--- src/rtl/kof_pkg.sv ---
// Shared types and default animation frame counts for the KOF character blocks.
package kof_pkg;

    typedef enum logic [7:0] {
        ST_STAND   = 8'd0,
        ST_ATTACK  = 8'd1,
        ST_MOVEL   = 8'd2,
        ST_MOVER   = 8'd3,
        ST_DEFENSE = 8'd4,
        ST_HURT    = 8'd5,
        ST_DIE     = 8'd6
    } char_state_t;

    typedef enum logic [7:0] {
        GS_START    = 8'd0,
        GS_GAME     = 8'd1,
        GS_GAMEOVER = 8'd2
    } game_state_t;

    localparam int DEF_TICKS_PER_FRAME = 4;
    localparam int DEF_STAND_FRAMES    = 9;
    localparam int DEF_ATTACK_FRAMES   = 6;
    localparam int DEF_FORWARD_FRAMES  = 10;
    localparam int DEF_BACKWARD_FRAMES = 9;
    localparam int DEF_DEFENSE_FRAMES  = 1;
    localparam int DEF_HURT_FRAMES     = 5;
    localparam int DEF_DIE_FRAMES      = 5;

endpackage

--- src/rtl/anim_tick_gen.sv ---
// Brings the slow frame_clk into the Clk domain and divides its rising edges
// down to one anim_tick pulse per animation frame.
module anim_tick_gen #(
    parameter int TICKS_PER_FRAME = 4
) (
    input  logic Clk,
    input  logic Reset,
    input  logic frame_clk,
    input  logic clear,
    output logic anim_tick
);

    localparam int DW = (TICKS_PER_FRAME > 1) ? $clog2(TICKS_PER_FRAME) : 1;
    localparam logic [DW-1:0] LAST = DW'(TICKS_PER_FRAME - 1);

    // bits [1:0] are the synchronizer, bit [2] is the previous value for edge detect
    logic [2:0]    sync;
    logic [DW-1:0] divider;
    logic          edge_det;

    assign edge_det = sync[1] & ~sync[2];

    always_ff @(posedge Clk or posedge Reset) begin
        if (Reset) begin
            sync <= 3'b000;
        end else begin
            sync <= {sync[1], sync[0], frame_clk};
        end
    end

    always_ff @(posedge Clk or posedge Reset) begin
        if (Reset) begin
            divider   <= '0;
            anim_tick <= 1'b0;
        end else if (clear) begin
            divider   <= '0;
            anim_tick <= 1'b0;
        end else begin
            anim_tick <= 1'b0;
            if (edge_det) begin
                if (divider == LAST) begin
                    divider   <= '0;
                    anim_tick <= 1'b1;
                end else begin
                    divider <= divider + DW'(1);
                end
            end
        end
    end

endmodule

--- src/rtl/iori_anim_ctrl.sv ---
// Player-2 (Iori) animation sequencer: arbitrates requests and combat events
// into a character state and frame index, advancing once per anim_tick.
module iori_anim_ctrl
    import kof_pkg::*;
#(
    parameter int TICKS_PER_FRAME = DEF_TICKS_PER_FRAME,
    parameter int STAND_FRAMES    = DEF_STAND_FRAMES,
    parameter int ATTACK_FRAMES   = DEF_ATTACK_FRAMES,
    parameter int FORWARD_FRAMES  = DEF_FORWARD_FRAMES,
    parameter int BACKWARD_FRAMES = DEF_BACKWARD_FRAMES,
    parameter int DEFENSE_FRAMES  = DEF_DEFENSE_FRAMES,
    parameter int HURT_FRAMES     = DEF_HURT_FRAMES,
    parameter int DIE_FRAMES      = DEF_DIE_FRAMES
) (
    input  logic       Clk,
    input  logic       Reset,
    input  logic       frame_clk,
    input  logic [7:0] game_state,
    input  logic       move_l_req,
    input  logic       move_r_req,
    input  logic       attack_req,
    input  logic       defense_req,
    input  logic       hit_in,
    input  logic       die_in,
    output logic [7:0] character2_state,
    output logic [7:0] frame_num,
    output logic       move_l2,
    output logic       move_r2,
    output logic       attack,
    output logic       hurt,
    output logic       die2,
    output logic       stand2,
    output logic       anim_tick
);

    char_state_t state, state_nxt, arb_state;
    logic [7:0]  frame_nxt;
    logic        attack_pend, hurt_pend, hit_prev;
    logic        game_on, rearb, attack_enter, hurt_enter;

    function automatic logic [7:0] last_frame(input char_state_t s);
        case (s)
            ST_STAND:   return 8'(STAND_FRAMES - 1);
            ST_ATTACK:  return 8'(ATTACK_FRAMES - 1);
            ST_MOVEL:   return 8'(FORWARD_FRAMES - 1);
            ST_MOVER:   return 8'(BACKWARD_FRAMES - 1);
            ST_DEFENSE: return 8'(DEFENSE_FRAMES - 1);
            ST_HURT:    return 8'(HURT_FRAMES - 1);
            ST_DIE:     return 8'(DIE_FRAMES - 1);
            default:    return 8'd0;
        endcase
    endfunction

    assign game_on = (game_state == GS_GAME);

    anim_tick_gen #(
        .TICKS_PER_FRAME(TICKS_PER_FRAME)
    ) u_tick_gen (
        .Clk      (Clk),
        .Reset    (Reset),
        .frame_clk(frame_clk),
        .clear    (~game_on),
        .anim_tick(anim_tick)
    );

    always_comb begin
        arb_state = ST_STAND;
        if (die_in)                        arb_state = ST_DIE;
        else if (hurt_pend)                arb_state = ST_HURT;
        else if (attack_pend)              arb_state = ST_ATTACK;
        else if (defense_req)              arb_state = ST_DEFENSE;
        else if (move_l_req && !move_r_req) arb_state = ST_MOVEL;
        else if (move_r_req && !move_l_req) arb_state = ST_MOVER;
    end

    // One-shots only yield to higher-priority events or at their last frame;
    // looping states re-arbitrate every tick and keep counting if reselected.
    always_comb begin
        state_nxt = state;
        frame_nxt = frame_num;
        rearb     = 1'b0;
        if (anim_tick) begin
            case (state)
                ST_DIE: begin
                    if (frame_num < last_frame(ST_DIE)) frame_nxt = frame_num + 8'd1;
                end
                ST_ATTACK: begin
                    if (die_in || hurt_pend || frame_num >= last_frame(ST_ATTACK)) rearb = 1'b1;
                    else frame_nxt = frame_num + 8'd1;
                end
                ST_HURT: begin
                    if (die_in || frame_num >= last_frame(ST_HURT)) rearb = 1'b1;
                    else frame_nxt = frame_num + 8'd1;
                end
                default: rearb = 1'b1;
            endcase
            if (rearb) begin
                state_nxt = arb_state;
                frame_nxt = 8'd0;
                if (arb_state == state && state != ST_ATTACK && state != ST_HURT
                    && state != ST_DEFENSE && frame_num < last_frame(state)) begin
                    frame_nxt = frame_num + 8'd1;
                end
            end
        end
    end

    assign attack_enter = anim_tick && state_nxt == ST_ATTACK && frame_nxt == 8'd0;
    assign hurt_enter   = anim_tick && state_nxt == ST_HURT && frame_nxt == 8'd0;

    // Outside active play everything is held at stand, frame 0, nothing pending.
    always_ff @(posedge Clk or posedge Reset) begin
        if (Reset) begin
            state       <= ST_STAND;
            frame_num   <= 8'd0;
            attack_pend <= 1'b0;
            hurt_pend   <= 1'b0;
            hit_prev    <= 1'b0;
        end else begin
            hit_prev <= hit_in;
            if (!game_on) begin
                state       <= ST_STAND;
                frame_num   <= 8'd0;
                attack_pend <= 1'b0;
                hurt_pend   <= 1'b0;
            end else begin
                state     <= state_nxt;
                frame_num <= frame_nxt;
                if (attack_enter)    attack_pend <= 1'b0;
                else if (attack_req) attack_pend <= 1'b1;
                if (hurt_enter)                hurt_pend <= 1'b0;
                else if (hit_in && !hit_prev) hurt_pend <= 1'b1;
            end
        end
    end

    assign character2_state = state;
    assign stand2  = (state == ST_STAND);
    assign attack  = (state == ST_ATTACK);
    assign move_l2 = (state == ST_MOVEL);
    assign move_r2 = (state == ST_MOVER);
    assign hurt    = (state == ST_HURT);
    assign die2    = (state == ST_DIE);

endmodule

--- config.mk ---
export PLATFORM = sky130hd
export DESIGN_NAME = iori_anim_ctrl
export DESIGN_NICKNAME = d
export VERILOG_FILES = /design/src/rtl/kof_pkg.sv /design/src/rtl/anim_tick_gen.sv /design/src/rtl/iori_anim_ctrl.sv
export SDC_FILE = /design/constraint.sdc
export NUM_CORES = 1
export LEC_CHECK = 0
export BUFFER_PORTS_ARGS = -buffer_cell sky130_fd_sc_hd__buf_2
export CORE_UTILIZATION = 48
export DETAILED_ROUTE_END_ITERATION = 12
export HOLD_SLACK_MARGIN = 0.03
export PLACE_DENSITY = 0.8
export SETUP_SLACK_MARGIN = 0.05
export SLEW_MARGIN = 15
export SYNTH_ARGS = -nofsm -noshare
export SYNTH_HDL_FRONTEND = slang
export SYNTH_HIERARCHICAL = 1
export SYNTH_SLANG_ARGS = --single-unit
--- constraint.sdc ---
create_clock -name Clk -period 6.2 [get_ports Clk]
set_input_delay 0.62 -clock Clk [delete_from_list [all_inputs] [get_ports Clk]]
set_output_delay 0.62 -clock Clk [all_outputs]
set_load 0.03 [all_outputs]
# Word-level counts from Yosys, hierarchy flattened

Index checks and enable logic that the tools add are counted.

Memories: 0
Memory bits (writable): 0
Memory bits (read-only): 0
Flip-flop bits (word level): 25
Latch bits: 0
Logic and storage cells: 89

Order comparisons: 4
Multiplexer cells: 36
Multipliers: 0
Shifts and indexed selects: 0
Divide/modulo/power cells: 0
Equal/unequal tests: 16
Add/sub/neg operators: 2
Reductions and logical operators: 21
Bitwise gates (word level): 2

Operators by type and width:

| operator                                                    | count |
|---|---|
| two-way mux 8 bit                                           | 12 |
| == test 8 x 1 -> 1 bit (second input constant)              | 3 |
| == test 8 x 3 -> 1 bit (second input constant)              | 3 |
| one-hot mux 8 bit (3 select lines)                          | 1 |
| == test 8 x 2 -> 1 bit (second input constant)              | 2 |
| >= comparator 8 x 3 -> 1 bit (second input constant)        | 2 |
| zero test 8 bit                                             | 2 |
| inequality test 8 x 3 -> 1 bit (second input constant)      | 2 |
| one-hot mux 4 bit (4 select lines)                          | 1 |
| two-way mux 1 bit                                           | 12 |
| two-way mux 3 bit                                           | 4 |
| logical AND 1 bit                                           | 11 |
| two-way mux 2 bit                                           | 5 |
| adder 8 x 1 -> 8 bit (second input constant)                | 1 |
| == test 8 bit                                               | 1 |
| less-than comparator 8 x 3 -> 1 bit (second input constant) | 1 |
| less-than comparator 8 bit                                  | 1 |
| inequality test 8 x 1 -> 1 bit (second input constant)      | 1 |
| OR reduction 2 bit                                          | 2 |
| zero test 1 bit                                             | 3 |
| logical OR 1 bit                                            | 3 |
| inequality test 3 x 1 -> 1 bit (second input constant)      | 1 |
| inequality test 3 x 2 -> 1 bit (second input constant)      | 1 |
| one-hot mux 1 bit (3 select lines)                          | 1 |
| 5 further kinds                                             | 5 |

# Longest topological paths before layout

Gate-level depths: netlist (run 1).

Depth in word-level cells: 20
Mapped depth: 12
Mapped depth without buffers: 11

# Modules after synthesis

The synthesis (run 1) kept the hierarchy.

By module, submodules not included:

| module         | area each (um2) | cells each | seq. area each (um2) | times used |
|---|---|---|---|---|
| iori_anim_ctrl | 1497.7          | 176        | 475.5                | 1 |
| anim_tick_gen  | 224.0           | 15         | 150.1                | 1 |

# Least setup slack after synthesis (run 1)

Ideal clock, no wire load.

Path type: reg-to-reg
Start: register state[3] (netlist: character2_state[3])
End: register attack_pend
Period minus slack after synthesis: 3.215 ns
Slack: 2.985 ns
Library setup time: 0.094 ns
Arrival time: 3.121 ns
Stages on the path, launching flop included: 12
Cells stage by stage: dfrtp_1 > or3_1 > or3_4 > clkbuf_8 > nor2_1 > nand2_1 > ha_1 > or3_1 > or4_1 > o41ai_2 > nor4_1 > a211oi_1

Longest elaborated chain between the ends: 14

Ends and longest elaborated chain:

| item                                                 | line                                       | RTL |
|---|---|---|
| start, declared                                      | iori_anim_ctrl.sv:36                       | `char_state_t state, state_nxt, arb_state;` |
| start signal, assigned                               | iori_anim_ctrl.sv:127                      | `state <= state_nxt;` |
| == test 8 x 3 -> 1 bit, or another cell as far along | iori_anim_ctrl.sv:42, iori_anim_ctrl.sv:83 |  |
| OR reduction 2 bit (no line)                         | --                                         |  |
| one-hot mux 4 bit (4 select lines)                   | iori_anim_ctrl.sv:42                       | `case (s)` |
| two-way mux 8 bit                                    | iori_anim_ctrl.sv:97                       | `if (rearb) begin` |
| two-way mux 8 bit                                    | iori_anim_ctrl.sv:82                       | `if (anim_tick) begin` |
| less-than comparator 8 bit                           | iori_anim_ctrl.sv:101                      | `&& state != ST_DEFENSE && frame_num < last_frame(state)) begin` |
| logical AND 1 bit                                    | iori_anim_ctrl.sv:101                      |  |
| two-way mux 8 bit                                    | iori_anim_ctrl.sv:100                      | `if (arb_state == state && state != ST_ATTACK && state != ST_HURT` |
| two-way mux 8 bit                                    | iori_anim_ctrl.sv:97                       |  |
| two-way mux 8 bit                                    | iori_anim_ctrl.sv:82                       |  |
| zero test 8 bit                                      | iori_anim_ctrl.sv:108                      | `assign attack_enter = anim_tick && state_nxt == ST_ATTACK && frame_nxt == 8'd0;` |
| logical AND 1 bit (*)                                | iori_anim_ctrl.sv:108                      |  |
| two-way mux 1 bit                                    | iori_anim_ctrl.sv:129                      | `if (attack_enter) attack_pend <= 1'b0;` |
| two-way mux 1 bit                                    | iori_anim_ctrl.sv:121                      | `if (!game_on) begin` |
| end signal, assigned                                 | iori_anim_ctrl.sv:124                      | `attack_pend <= 1'b0;` |
| end signal, assigned                                 | iori_anim_ctrl.sv:129                      |  |
| end signal, assigned                                 | iori_anim_ctrl.sv:130                      | `else if (attack_req) attack_pend <= 1'b1;` |
| end, declared                                        | iori_anim_ctrl.sv:38                       | `logic attack_pend, hurt_pend, hit_prev;` |

Mark *: on every way between the ends. The rest lies on a longest branch, timed or not. The select of a mux whose other input is x is not followed.
A chain may end at the register's enable or synchronous reset.

# Final worst setup path (run 1)

Start: register state[3] (netlist: character2_state[3])
End: register frame_num[1]

Longest elaborated chain between the ends: 11

Ends and longest elaborated chain:

| item                                                 | line                                       | RTL |
|---|---|---|
| == test 8 x 3 -> 1 bit, or another cell as far along | iori_anim_ctrl.sv:42, iori_anim_ctrl.sv:83 |  |
| OR reduction 2 bit (no line)                         | --                                         |  |
| one-hot mux 4 bit (4 select lines)                   | iori_anim_ctrl.sv:42                       |  |
| two-way mux 8 bit                                    | iori_anim_ctrl.sv:97                       |  |
| two-way mux 8 bit                                    | iori_anim_ctrl.sv:82                       |  |
| less-than comparator 8 bit                           | iori_anim_ctrl.sv:101                      |  |
| logical AND 1 bit                                    | iori_anim_ctrl.sv:101                      |  |
| two-way mux 8 bit                                    | iori_anim_ctrl.sv:100                      |  |
| two-way mux 8 bit (*)                                | iori_anim_ctrl.sv:97                       |  |
| two-way mux 8 bit (*)                                | iori_anim_ctrl.sv:82                       |  |
| two-way mux 8 bit (*)                                | iori_anim_ctrl.sv:121                      |  |
| end signal, assigned                                 | iori_anim_ctrl.sv:128                      | `frame_num <= frame_nxt;` |
| end, declared                                        | iori_anim_ctrl.sv:26                       | `output logic [7:0] frame_num,` |

Marks and branches as above.

==> results.json, run 1 <==
{
  "status": "complete, no violations",
  "multiInputGateArea_sq_um": 971,
  "wl_met2_microns": 1830,
  "h-tree-depth": 1,
  "initial_core_util_pct": 50.8,
  "post_synth_num_cell_types": 49,
  "async_flop_share_pct": 100,
  "port_buffers": 39,
  "cp_num_buf_inv": 0,
  "yosys-top-cells-area": "dfrtp_1, ha_1, nand2_1",
  "root_buffer": "clkbuf_4",
  "slowest_stage": "o41ai_2",
  "die_h_microns": 61.9,
  "rsz0062_at_grt": "false",
  "viasPerCell": 5.74,
  "start_kind": "register",
  "p_leak_nw": 0.965,
  "skew_ns": 0.00261,
  "utilization_pct": 56.6,
  "tightest_slew_ns": 0.790,
  "nets": 250,
  "die_area_sq_um": 3830,
  "drtAntennaViolNets": 0,
  "cts_tree": "done",
  "yosys.area.top_type": "dfrtp_1",
  "antenna_found_initial": 0,
  "clk_latency_ns": 0.30,
  "numCtsBuffers": 3,
  "synth.most_common_cell": "dfrtp_1",
  "finalHoldViolCount": 0,
  "avgSynthCellArea_sq_um": 9.01,
  "fmax_mhz": 310,
  "final.min_clock_period_ns": 3.23,
  "cap_viol_max_count": 0,
  "grt.total_usage_pct": 21.7,
  "drt_wl_total_microns": 3900,
  "drv_slew": 0,
  "grt_max_degree": 20,
  "core-area_sq_um": 3390,
  "crit_type": "reg -> reg",
  "drt_pass1_iterations": 4,
  "setup_viol": 0,
  "clkSinkCount": 25,
  "vias": 1556,
  "synth-edff-count": 0,
  "synth-main-ff-cell": "dfrtp_1",
  "post_cts_buffers": 0,
  "ys_ff_latch": 25,
  "vdd_drop_max_mv": 0.121,
  "highest_layer": "met4",
  "nFillCells": 320,
  "ys_seq_area_share_pct": 36.3,
  "crit_required_ns": 6.43,
  "tns_ns": 0,
  "fin_area_sq_um": 1920,
  "worst_slew_margin_rel_pct": 46.8,
  "synthTopCellsByCount": "dfrtp_1, nand2_1, nor2_1",
  "cp_max_fo": 12,
  "syn-instance-count": 191,
  "cpMostUsedCell": "or3_1",
  "hpwl_microns": 3010,
  "crit_arrival_ns": 3.46,
  "drcViolationCount": 0,
  "ios": 40,
  "finalWorstSetupSlack_ns": 2.97,
  "grt_overflow": 0,
  "area_delta_synth_final_pct": 11.3,
  "yosys_warnings": 6,
  "end_kind": "register",
  "clk_pin_slew_worst_paths_ns": 0.12,
  "hold_buffers": 0,
  "regArea_sq_um": 626,
  "layout-drive-gt1-share_pct": 24.9,
  "cellPowerDensity_nw_per_um2": 131,
  "die_x_microns": 61.9,
  "rows": 21,
  "crit_family": "simple AND/OR/NAND/NOR gates",
  "syn_nets": 215,
  "wl_met3_microns": 144,
  "clk_path_buf_depth": 2,
  "critical_path.cell_chain": "or3_1 -> or3_4 -> nor2_1 -> nand2_1 -> ha_1 -> or3_1 -> or3_1 -> o41ai_2 -> nand3_1 -> a21oi_1",
  "wire_per_inst_microns": 14.4,
  "grt_pass1_vias": 1380,
  "hp-class": "in -> async",
  "min_period_over_period_pct": 52.0,
  "drt-initial-drc-count": 112,
  "synth_top_area_share_pct": 36.3,
  "pre_cts_slack_ns": 3.02,
  "gp_congestion": 1.00,
  "synth_area_sq_um": 1720,
  "grt_pass1_wl_microns": 6090,
  "postPlaceCellArea_sq_um": 1890,
  "cts_resized": 0,
  "met1_length_microns": 1850,
  "num_antenna_cells": 0,
  "critPathMaxStageDelay_ns": 0.49
}
## path summary, 6_finish.rpt
kind,from,endpoint,slack [ns],cells past startpoint
max in group asynchronous,Reset,hurt_pend,5.34,2
setup reg to reg,character2_state[3],frame_num[1],2.97,10
setup / recovery,character2_state[3],frame_num[1],2.97,10
hold reg to reg,u_tick_gen/sync[0],u_tick_gen/sync[1],0.37,0
hold / removal,Reset,u_tick_gen/divider[0],0.20,2
min in group Clk,u_tick_gen/sync[0],u_tick_gen/sync[1],0.37,0
## routing by layer
layer  global-route usage (%)  up-vias
li1                         -      759
met1                     30.5      746
met2                     33.9       43
met3                     2.28        8
met4                     9.52        0
met5                        0        -
## report_power, final
| part | switching [W] | total (W) | leakage (nW) | internal, W |
|---|---|---|---|---|
| Clock | 0.0000434 | 0.0000685 | 0.0150 | 0.0000251 |
| Sequential | 0.000000588 | 0.000165 | 0.340 | 0.000164 |
| Combinational | 0.0000102 | 0.0000182 | 0.610 | 0.00000800 |
| Total | 0.0000542 | 0.000252 | 0.965 | 0.000197 |
## cells by family after synthesis
family,share of synthesized area (%)
AND/OR/NAND/NOR,28.3
AO/OA/AOI/OAI,18.1
flip-flops,36.3
buffers and inverters,7.27
adder cells (fa/ha/maj),5.09
multiplexers,2.91
XOR/XNOR,2.04
## through the flow
| stage | power (W) | hold slack [ns] | instances |
|---|---|---|---|
| 2_1_floorplan | 0.000179 | 0.331 | 191 |
| 3_3_place_gp | 0.000186 | 0.332 | 267 |
| 3_5_place_dp | 0.000187 | 0.336 | 267 |
| 4_1_cts | 0.000254 | 0.204 | 271 |
| 5_1_grt | 0.000264 | 0.209 | 271 |
| 6_report | 0.000252 | 0.204 | 271 |
## area by class of cell
type	instances	share of cell area (%)
clock buffer	4	1.37
inverter	11	2.15
multi-input combinational	146	50.7
tap	46	3.00
timing repair buffer	39	10.2
sequential	25	32.6
## registers in the layout, indices dropped and copies added, names as in the netlist
| name | count |
|---|---|
| hit_prev | 1 |
| u_tick_gen/divider | 2 |
| character2_state | 8 |
| u_tick_gen/anim_tick | 1 |
| attack_pend | 1 |
| hurt_pend | 1 |
| frame_num | 8 |
| u_tick_gen/sync | 3 |
## cells in the final DEF, fill, tap and decap left out, types with 3 or more instances in the layout
cell type / instances
nor3_1: 4
a211oi_1: 4
ha_1: 7
inv_1: 10
mux2i_1: 5
dfrtp_1: 25
nor2_1: 15
nor4_1: 7
clkbuf_4: 3
a21oi_1: 11
xnor2_1: 3
or3_1: 3
o21ai_0: 11
nand2b_1: 4
and2_1: 7
or2_2: 3
nand2_1: 19
nand3_1: 6
nor2b_1: 3
a2111oi_0: 3
buf_2: 39
Power figures use the tool's default switching activity.
==> inputs of run 2 (changes only) <==
==> constraint.sdc (replaced) <==
create_clock -name Clk -period 3.3 [get_ports Clk]
set_input_delay 0.33 -clock Clk [delete_from_list [all_inputs] [get_ports Clk]]
set_output_delay 0.33 -clock Clk [all_outputs]
set_load 0.03 [all_outputs]
==> run 2 against run 1 <==
  * Fmax is 4.5% higher
  * Clock skew is 0.0015 ns lower
  * Routed wire length is 1.7% lower
  * Critical endpoint is now hurt_pend
==> results.json, run 2 (synthesis results as in run 1) <==
{
  "status": "complete, no violations",
  "die_area_sq_um": 3830,
  "p_leak_nw": 0.993,
  "clk_pin_slew_worst_paths_ns": 0.12,
  "final.min_clock_period_ns": 3.09,
  "p_total_w": 0.000477,
  "crit_type": "reg -> reg",
  "post_cts_buffers": 0,
  "tightest_slew_ns": 0.804,
  "worst_slew_margin_rel_pct": 45.9,
  "final_cell_mix": "buf_2, dfrtp_1, nand2_1, nor2_1",
  "wire_per_inst_microns": 13.9,
  "cts_tree": "done",
  "layout-drive-gt1-share_pct": 26.5,
  "cpMostUsedCell": "or3_1",
  "drt_pass1_iterations": 4,
  "crit_required_ns": 3.52,
  "initial_core_util_pct": 50.8,
  "ios": 40,
  "clkSinkCount": 25,
  "nFillCells": 290,
  "rsz0062_at_grt": "false",
  "die_x_microns": 61.9,
  "cellPowerDensity_nw_per_um2": 242,
  "crit_arrival_ns": 3.31,
  "finalWorstSetupSlack_ns": 0.213,
  "reg2reg_depth": 10,
  "grt_overflow": 0,
  "whs_path_depth": 1,
  "p_seq_share_pct": 65.0,
  "port_buffers": 39,
  "slowest_stage": "or4_1",
  "area_delta_synth_final_pct": 14.4,
  "pwr-share-comb_pct": 7.6,
  "critPathMaxStageDelay_ns": 0.49,
  "fmax_mhz": 324,
  "h-tree-depth": 1,
  "switching_share_pct": 22.3,
  "critical_path.cell_chain": "or3_1 -> or3_4 -> nor2_1 -> nand2_1 -> ha_1 -> or3_1 -> or4_1 -> o41ai_2 -> nor4_1 -> a211oi_1",
  "drcViolationCount": 0,
  "die_h_microns": 61.9,
  "grt.total_usage_pct": 21.5,
  "drt-initial-drc-count": 139,
  "nets": 255,
  "fin_area_sq_um": 1970,
  "grt_pass1_wl_microns": 6010,
  "viasPerCell": 5.69,
  "drtAntennaViolNets": 0,
  "root_buffer": "clkbuf_4",
  "gp_congestion": 0.956,
  "final_common_cell": "buf_2",
  "drt_wl_total_microns": 3840,
  "clock_power_share_pct": 27.4,
  "hpwl_microns": 2960,
  "cp_max_fo": 3,
  "p_sw_w": 0.000106,
  "cap_viol_max_count": 0,
  "core-area_sq_um": 3390,
  "skew_ns": 0.00109,
  "tns_ns": 0,
  "hp-class": "in -> reg",
  "num_antenna_cells": 0,
  "drv_slew": 0,
  "finalHoldViolCount": 0,
  "postPlaceCellArea_sq_um": 1920,
  "rows": 21,
  "fin_hold_ws_ns": 0.113,
  "vias": 1571,
  "antenna_found_initial": 0,
  "setup_viol": 0,
  "start_kind": "register",
  "numCtsBuffers": 3,
  "vdd_drop_max_mv": 0.243,
  "p_int_w": 0.000370,
  "end_kind": "register",
  "grt_pass1_vias": 1353,
  "min_period_over_period_pct": 93.5,
  "grt_max_degree": 20,
  "clk_path_buf_depth": 2,
  "pre_cts_slack_ns": 0.233,
  "clk_latency_ns": 0.31
}
-- run 2: final timing paths --
kind                       slack, ns                 from                  to
min in group asynchronous       0.46                Reset  u_tick_gen/sync[0]
min reg2reg                     0.37   u_tick_gen/sync[0]  u_tick_gen/sync[1]
max                             0.21  character2_state[3]           hurt_pend
max reg2reg                     0.21  character2_state[3]           hurt_pend
min                             0.11            frame_clk  u_tick_gen/sync[0]
max in group asynchronous       2.21                Reset           hurt_pend
-- run 2: repair_timing --
item / CTS / global route
endpoints found under the setup margin: 0 / 2
hold buffers: 1 / 0
gates resized for setup: 0 / 1
endpoints found under the hold margin: 6 / 0
-- run 2: per-layer routing --
metal | global-route usage, % | wire length, microns | vias up
met3 | 2.69 | 237 | 15
met1 | 31.3 | 1750 | 722
met5 | 0 | 0 | -
li1 | - | - | 767
met4 | 10.5 | 114 | 0
met2 | 31.5 | 1730 | 67
-- run 2: area by class of cell --
cell class | count | area, sq um | share of cell area [%]
Clock inverter | 1 | 5.00 | 0.254
Timing Repair Buffer | 44 | 235 | 11.9
Clock buffer | 3 | 22.5 | 1.14
Inverter | 11 | 41.3 | 2.10
Sequential cell | 25 | 626 | 31.8
Tap cell | 46 | 57.6 | 2.92
Multi-Input combinational cell | 146 | 982 | 49.9
-- run 2: power by group through the flow --
stage | Clock [W] | Sequential [W] | Combinational [W]
detailed placement | 0 | 0.000316 | 0.0000346
CTS | 0.000134 | 0.000310 | 0.0000357
floorplan | 0 | 0.000316 | 0.0000199
global placement | 0 | 0.000316 | 0.0000340
global route | 0.000142 | 0.000310 | 0.0000405
finish | 0.000131 | 0.000310 | 0.0000361
-- run 2: through the flow --
step,utilization (%),std cells
finish,58.1,276
detailed placement,56.7,271
floorplan,-,191
CTS,57.8,276
global route,58.1,276
global placement,56.7,271
-- run 2: worst max-delay path, delay by kind of cell, from the launching register on --
family	cells	cell delay [ns]
AO/OA/AOI/OAI	2	0.52
AND/OR/NAND/NOR	7	1.90
adder cells (fa/ha/maj)	1	0.18
flip-flops	1	0.40
